===== src/rtl/mul_share_arbiter.sv =====
// Round-robin arbiter that shares one sequential multiplier between NREQ
// requesters. One operation is in flight at a time: accept, start, wait for
// the finish pulse, then hand the product back to the originating requester.
module mul_share_arbiter #(
  parameter int LEN   = 32,
  parameter int NREQ  = 4,
  parameter int IDX_W = $clog2(NREQ)
) (
  input  logic                  clk,
  input  logic                  rst,
  input  logic [NREQ-1:0]       req_valid,
  output logic [NREQ-1:0]       req_ready,
  input  logic [NREQ*LEN-1:0]   req_a,
  input  logic [NREQ*LEN-1:0]   req_b,
  output logic [NREQ-1:0]       resp_valid,
  input  logic [NREQ-1:0]       resp_ready,
  output logic [2*LEN-1:0]      resp_product,
  output logic                  busy,
  output logic                  mul_start,
  output logic [LEN-1:0]        mul_multiplicand,
  output logic [LEN-1:0]        mul_multiplier,
  input  logic [2*LEN-1:0]      mul_product,
  input  logic                  mul_finish
);

  typedef enum logic [1:0] {
    S_IDLE  = 2'd0,
    S_ISSUE = 2'd1,
    S_WAIT  = 2'd2,
    S_RESP  = 2'd3
  } state_t;

  state_t             state_q, state_d;
  logic [IDX_W-1:0]   last_grant_q, last_grant_d;
  logic [IDX_W-1:0]   grant_q, grant_d;
  logic [LEN-1:0]     opa_q, opa_d;
  logic [LEN-1:0]     opb_q, opb_d;
  logic [2*LEN-1:0]   result_q, result_d;

  logic               pick_found;
  logic [IDX_W-1:0]   pick_idx;
  int                 cand;
  logic [IDX_W-1:0]   cand_idx;

  // Round-robin scan: first valid requester starting just after the last grant.
  // A requester that was just served is therefore considered last.
  always_comb begin
    pick_found = 1'b0;
    pick_idx   = '0;
    cand       = 0;
    cand_idx   = '0;
    for (int k = 1; k <= NREQ; k++) begin
      cand     = (int'(last_grant_q) + k) % NREQ;
      cand_idx = IDX_W'(cand);
      if (!pick_found && req_valid[cand_idx]) begin
        pick_found = 1'b1;
        pick_idx   = cand_idx;
      end
    end
  end

  // Next-state logic and handshake outputs for the accept/issue/wait/respond FSM.
  always_comb begin
    state_d      = state_q;
    last_grant_d = last_grant_q;
    grant_d      = grant_q;
    opa_d        = opa_q;
    opb_d        = opb_q;
    result_d     = result_q;
    req_ready    = '0;
    resp_valid   = '0;
    mul_start    = 1'b0;
    unique case (state_q)
      S_IDLE: begin
        if (pick_found) begin
          req_ready[pick_idx] = 1'b1;
          grant_d             = pick_idx;
          opa_d               = req_a[int'(pick_idx)*LEN +: LEN];
          opb_d               = req_b[int'(pick_idx)*LEN +: LEN];
          state_d             = S_ISSUE;
        end
      end
      S_ISSUE: begin
        mul_start = 1'b1;
        state_d   = S_WAIT;
      end
      S_WAIT: begin
        // No timeout: completion is signalled only by the multiplier.
        if (mul_finish) begin
          result_d = mul_product;
          state_d  = S_RESP;
        end
      end
      S_RESP: begin
        resp_valid[grant_q] = 1'b1;
        if (resp_ready[grant_q]) begin
          last_grant_d = grant_q;
          state_d      = S_IDLE;
        end
      end
      default: state_d = S_IDLE;
    endcase
    // A requester must never see an acceptance that reset is about to discard.
    if (rst) begin
      req_ready = '0;
    end
  end

  // State and datapath registers with synchronous reset.
  always_ff @(posedge clk) begin
    if (rst) begin
      state_q      <= S_IDLE;
      last_grant_q <= IDX_W'(NREQ - 1);
      grant_q      <= '0;
      opa_q        <= '0;
      opb_q        <= '0;
      result_q     <= '0;
    end else begin
      state_q      <= state_d;
      last_grant_q <= last_grant_d;
      grant_q      <= grant_d;
      opa_q        <= opa_d;
      opb_q        <= opb_d;
      result_q     <= result_d;
    end
  end

  assign busy             = (state_q != S_IDLE);
  assign resp_product     = result_q;
  assign mul_multiplicand = opa_q;
  assign mul_multiplier   = opb_q;

endmodule


===== config.mk =====
export PLATFORM = sky130hd
export DESIGN_NAME = mul_share_arbiter
export DESIGN_NICKNAME = d
export VERILOG_FILES = /design/src/rtl/mul_share_arbiter.sv
export SDC_FILE = /design/constraint.sdc
export NUM_CORES = 1
export LEC_CHECK = 0
export CAP_MARGIN = 20
export CORE_AREA = 2 2 180 182
export CTS_CLUSTER_DIAMETER = 100
export CTS_CLUSTER_SIZE = 12
export DETAILED_ROUTE_END_ITERATION = 7
export DIE_AREA = 0 0 182 184
export RECOVER_POWER = 25
export SKIP_LAST_GASP = 1
export SLEW_MARGIN = 20
export SYNTH_ARGS = -nofsm -noshare
export SYNTH_HDL_FRONTEND = slang
export SYNTH_SLANG_ARGS = --single-unit

===== constraint.sdc =====
create_clock -name clk -period 2.9 [get_ports clk]
set_input_delay 0.87 -clock clk [delete_from_list [all_inputs] [get_ports clk]]
set_output_delay 0.87 -clock clk [all_outputs]
set_load 0.02 [all_outputs]

==> flow_summary.json <==
{
  "status": "finished, violations left",
  "violations": "setup timing",
  "worst_pin_slew_ns": 1.27,
  "yosysMostFrequentCell": "nand2_1",
  "cp-startpoint": "req_valid[3]",
  "r2r_start": "state_q[0]",
  "dpl_cell_area_um2": 11800,
  "static-leakage-power_nw": 4.96,
  "dieArea_um2": 33500,
  "holdCritPathClass": "reg2reg",
  "syn-num-nets": 1096,
  "nets": 1577,
  "async_reset_ff_frac": 0,
  "detail_route.first_pass.iterations": 4,
  "cts.path.max_buffers": 2,
  "synthFlopType": "dfxtp_1",
  "syn_area_um2": 6600,
  "netlist.area_leader.share": 0.407,
  "end_kind": "register",
  "finalSetupViolations": 1,
  "area_delta_synth_final_pct": 90.0,
  "ys_warn_count": 0,
  "finalInstanceArea_um2": 12500,
  "antenna_found_initial": 0,
  "initialDrtViolationCount": 290,
  "min_period_over_period": 1.01,
  "htreeDepth": 4,
  "grt_first_pass_wirelength_mm": 42.3,
  "diodes": 0,
  "drv_slew": 0,
  "gr-total-overflow": 0,
  "grtUsageTotal": 0.163,
  "clock.fmax_mhz": 341,
  "ant_nets": 0,
  "routabilityCongestion": 0.793,
  "rr_endpoint": "grant_q[0]",
  "grt_max_degree": 66,
  "holdBufCountCts": 0,
  "crit_type": "in2reg",
  "cts-root-buf": "clkbuf_16",
  "wire_per_inst_um": 17.3,
  "port_buffers": 468,
  "finClkSkew_ns": 0.0111,
  "power_density_nw_per_um2": 666,
  "io_pins": 469,
  "post_synth.cell_area_avg_um2": 8.68,
  "maxSlewHeadroom": 0.155,
  "yosysUniqueCellTypes": 35,
  "synthTopCellsByArea": "dfxtp_1, mux2i_1, nand2_1",
  "start_kind": "primary input",
  "die_w_um": 182,
  "cts_tree": "built",
  "reg2reg_depth": 20,
  "internal_power_w": 0.00544,
  "setup_ws_ns": -0.0328,
  "start_util": 0.210,
  "comb_power_share": 0.417,
  "path_clk_slew_ns": 0.06,
  "detail_route.vias_per_cell": 4.49,
  "clkPwrFrac": 0.280,
  "grt_pass1_vias": 7455,
  "fp-row-count": 65,
  "seqPwrFrac": 0.303,
  "swShare": 0.348,
  "drive_above_1_share": 0.0941,
  "routed_wl_mm": 28.6,
  "switchingPower_w": 0.00291,
  "crit_fanout": 4,
  "synth_common_cells": "nand2_1, dfxtp_1, mux2i_1, a21oi_1, o221ai_1",
  "drcViolationCount": 0,
  "hold_viol": 0,
  "holdWs_ns": 0.450,
  "yosysTopAreaCell": "dfxtp_1",
  "dp_hpwl_mm": 21.4,
  "worstSetupEndpoint": "grant_q[0]",
  "synth-edff-count": 0,
  "required_ns": 3.27,
  "cts.sinks": 134,
  "cap_violations": 0,
  "cp.arrival_ns": 3.30,
  "r2r_setup_slack_ns": 0.08,
  "clk_latency_ns": 0.43,
  "synth-seq-cells": 134,
  "die_y_um": 184,
  "core_um2": 31400,
  "synthCells": 760,
  "vdd_drop_max_mv": 0.435,
  "yosysSeqAreaShare": 0.407,
  "cts_buffers": 17,
  "rsz0062_at_grt": "true",
  "dr_total_vias": 7430,
  "finalWorstPathRequiredPeriod_ns": 2.93
}
[layout by cell type, fill, tap and decap left out, types with 3 or more instances in the layout]
cell type,Yosys,final
clkdlybuf4s50_1,0,454
nand2_1,203,200
dfxtp_1,134,134
mux2i_1,111,111
a21oi_1,64,64
buf_4,10,53
o221ai_1,46,47
inv_1,22,22
o211ai_1,19,19
and4_1,18,18
a31oi_1,18,18
o21ai_0,18,18
clkbuf_16,0,17
nor2_1,8,7
inv_6,0,6
buf_12,0,6
buf_2,9,5
nand2b_1,5,4
nand2_2,2,4
and3_1,4,3
ha_1,5,3
clkinv_4,0,3
bufinv_16,0,3
clkbuf_2,0,3
dlygate4sd2_1,0,3
[registers in the layout (all words and copies together) (netlist names)]
register          cells
resp_product         64
mul_multiplicand     32
mul_multiplier       32
grant_q               2
last_grant_q          2
state_q               2
[cell families (layout without fill, tap and decap cells)]
group                      after synthesis  count (layout)  synth area share
and+or+nand+nor                        247             247             0.161
DFF                                    134             134             0.407
AOI/OAI and AO/OA                      175             175             0.177
adders and majority gates                5               5           0.00948
buffers and inverters                   87             581            0.0740
muxes                                  112             112             0.172
[power groups by stage]
stage	registers, W	logic (W)	clock network (W)
after floorplan	0.00305	0.00117	0
after global placement	0.00255	0.00343	0
after detailed placement	0.00256	0.00344	0
after CTS	0.00253	0.00349	0.00243
after global routing	0.00258	0.00370	0.00250
final	0.00253	0.00348	0.00234
[cell type report]
type | instances | area [um^2]
inverters | 22 | 82.6
fillers | 3163 | 18900
multi-input cells | 539 | 3480
flip-flops and latches | 134 | 2680
well taps | 402 | 503
repair buffers | 527 | 5160
clock inverters | 14 | 185
clock buffers | 18 | 439
[metrics by stage]
step	setup TNS, ns	instances	worst slack [ns]	utilization	total power, W
floorplan	-0.0265	760	-0.00844	-	0.00422
global placement	-22.33	1608	-0.686	0.376	0.00598
detailed placement	-25.08	1608	-0.723	0.376	0.00600
CTS	-0.116	1654	-0.0498	0.399	0.00845
global route	-0.0698	1656	-0.0698	0.399	0.00879
finish	-0.0328	1656	-0.0328	0.399	0.00835
[worst max-delay path: stages]
cell and delay [ns]:
clkbuf_2 0.10, buf_6 0.11, nand2b_1 0.07, a21bo_1 0.23, nand3_2 0.11, nand2_2 0.07
buf_4 0.13, buf_4 0.12, buf_4 0.12, buf_4 0.13, buf_4 0.12, buf_4 0.12
buf_4 0.12, buf_4 0.12, buf_4 0.12, buf_4 0.12, buf_4 0.12, buf_4 0.12
buf_4 0.12, buf_4 0.13, nand2_1 0.05
[worst min path at each step]
| stage | from | end | slack, ns | cells past startpoint |
|---|---|---|---|---|
| 3_3_place_gp | resp_product[4] | resp_product[4] | 0.44 | 2 |
| 6_report | resp_product[2] | resp_product[2] | 0.45 | 2 |
| 4_1_cts | resp_product[37] | resp_product[37] | 0.45 | 2 |
| 5_1_grt | resp_product[11] | resp_product[11] | 0.47 | 2 |
| 3_5_place_dp | resp_product[37] | resp_product[37] | 0.45 | 2 |
| 2_1_floorplan | last_grant_q[0] | last_grant_q[0] | 0.46 | 1 |
[metal layers]
metal / GRT usage / vias to the layer above / share of wire
li1: - / 3655 / -
met1: 0.190 / 3425 / 0.41
met2: 0.275 / 318 / 0.48
met3: 0.0594 / 32 / 0.088
met4: 0.0584 / 0 / 0.020
met5: 0 / - / 0
[what timing repair did]
item                       CTS  global route
gates resized for setup     32            13
setup endpoints to repair    7             7
gates cloned                 0             0
buffers inserted            14             2
pin swaps                    4             6
Note: power is estimated with default switching activity, not from simulation.
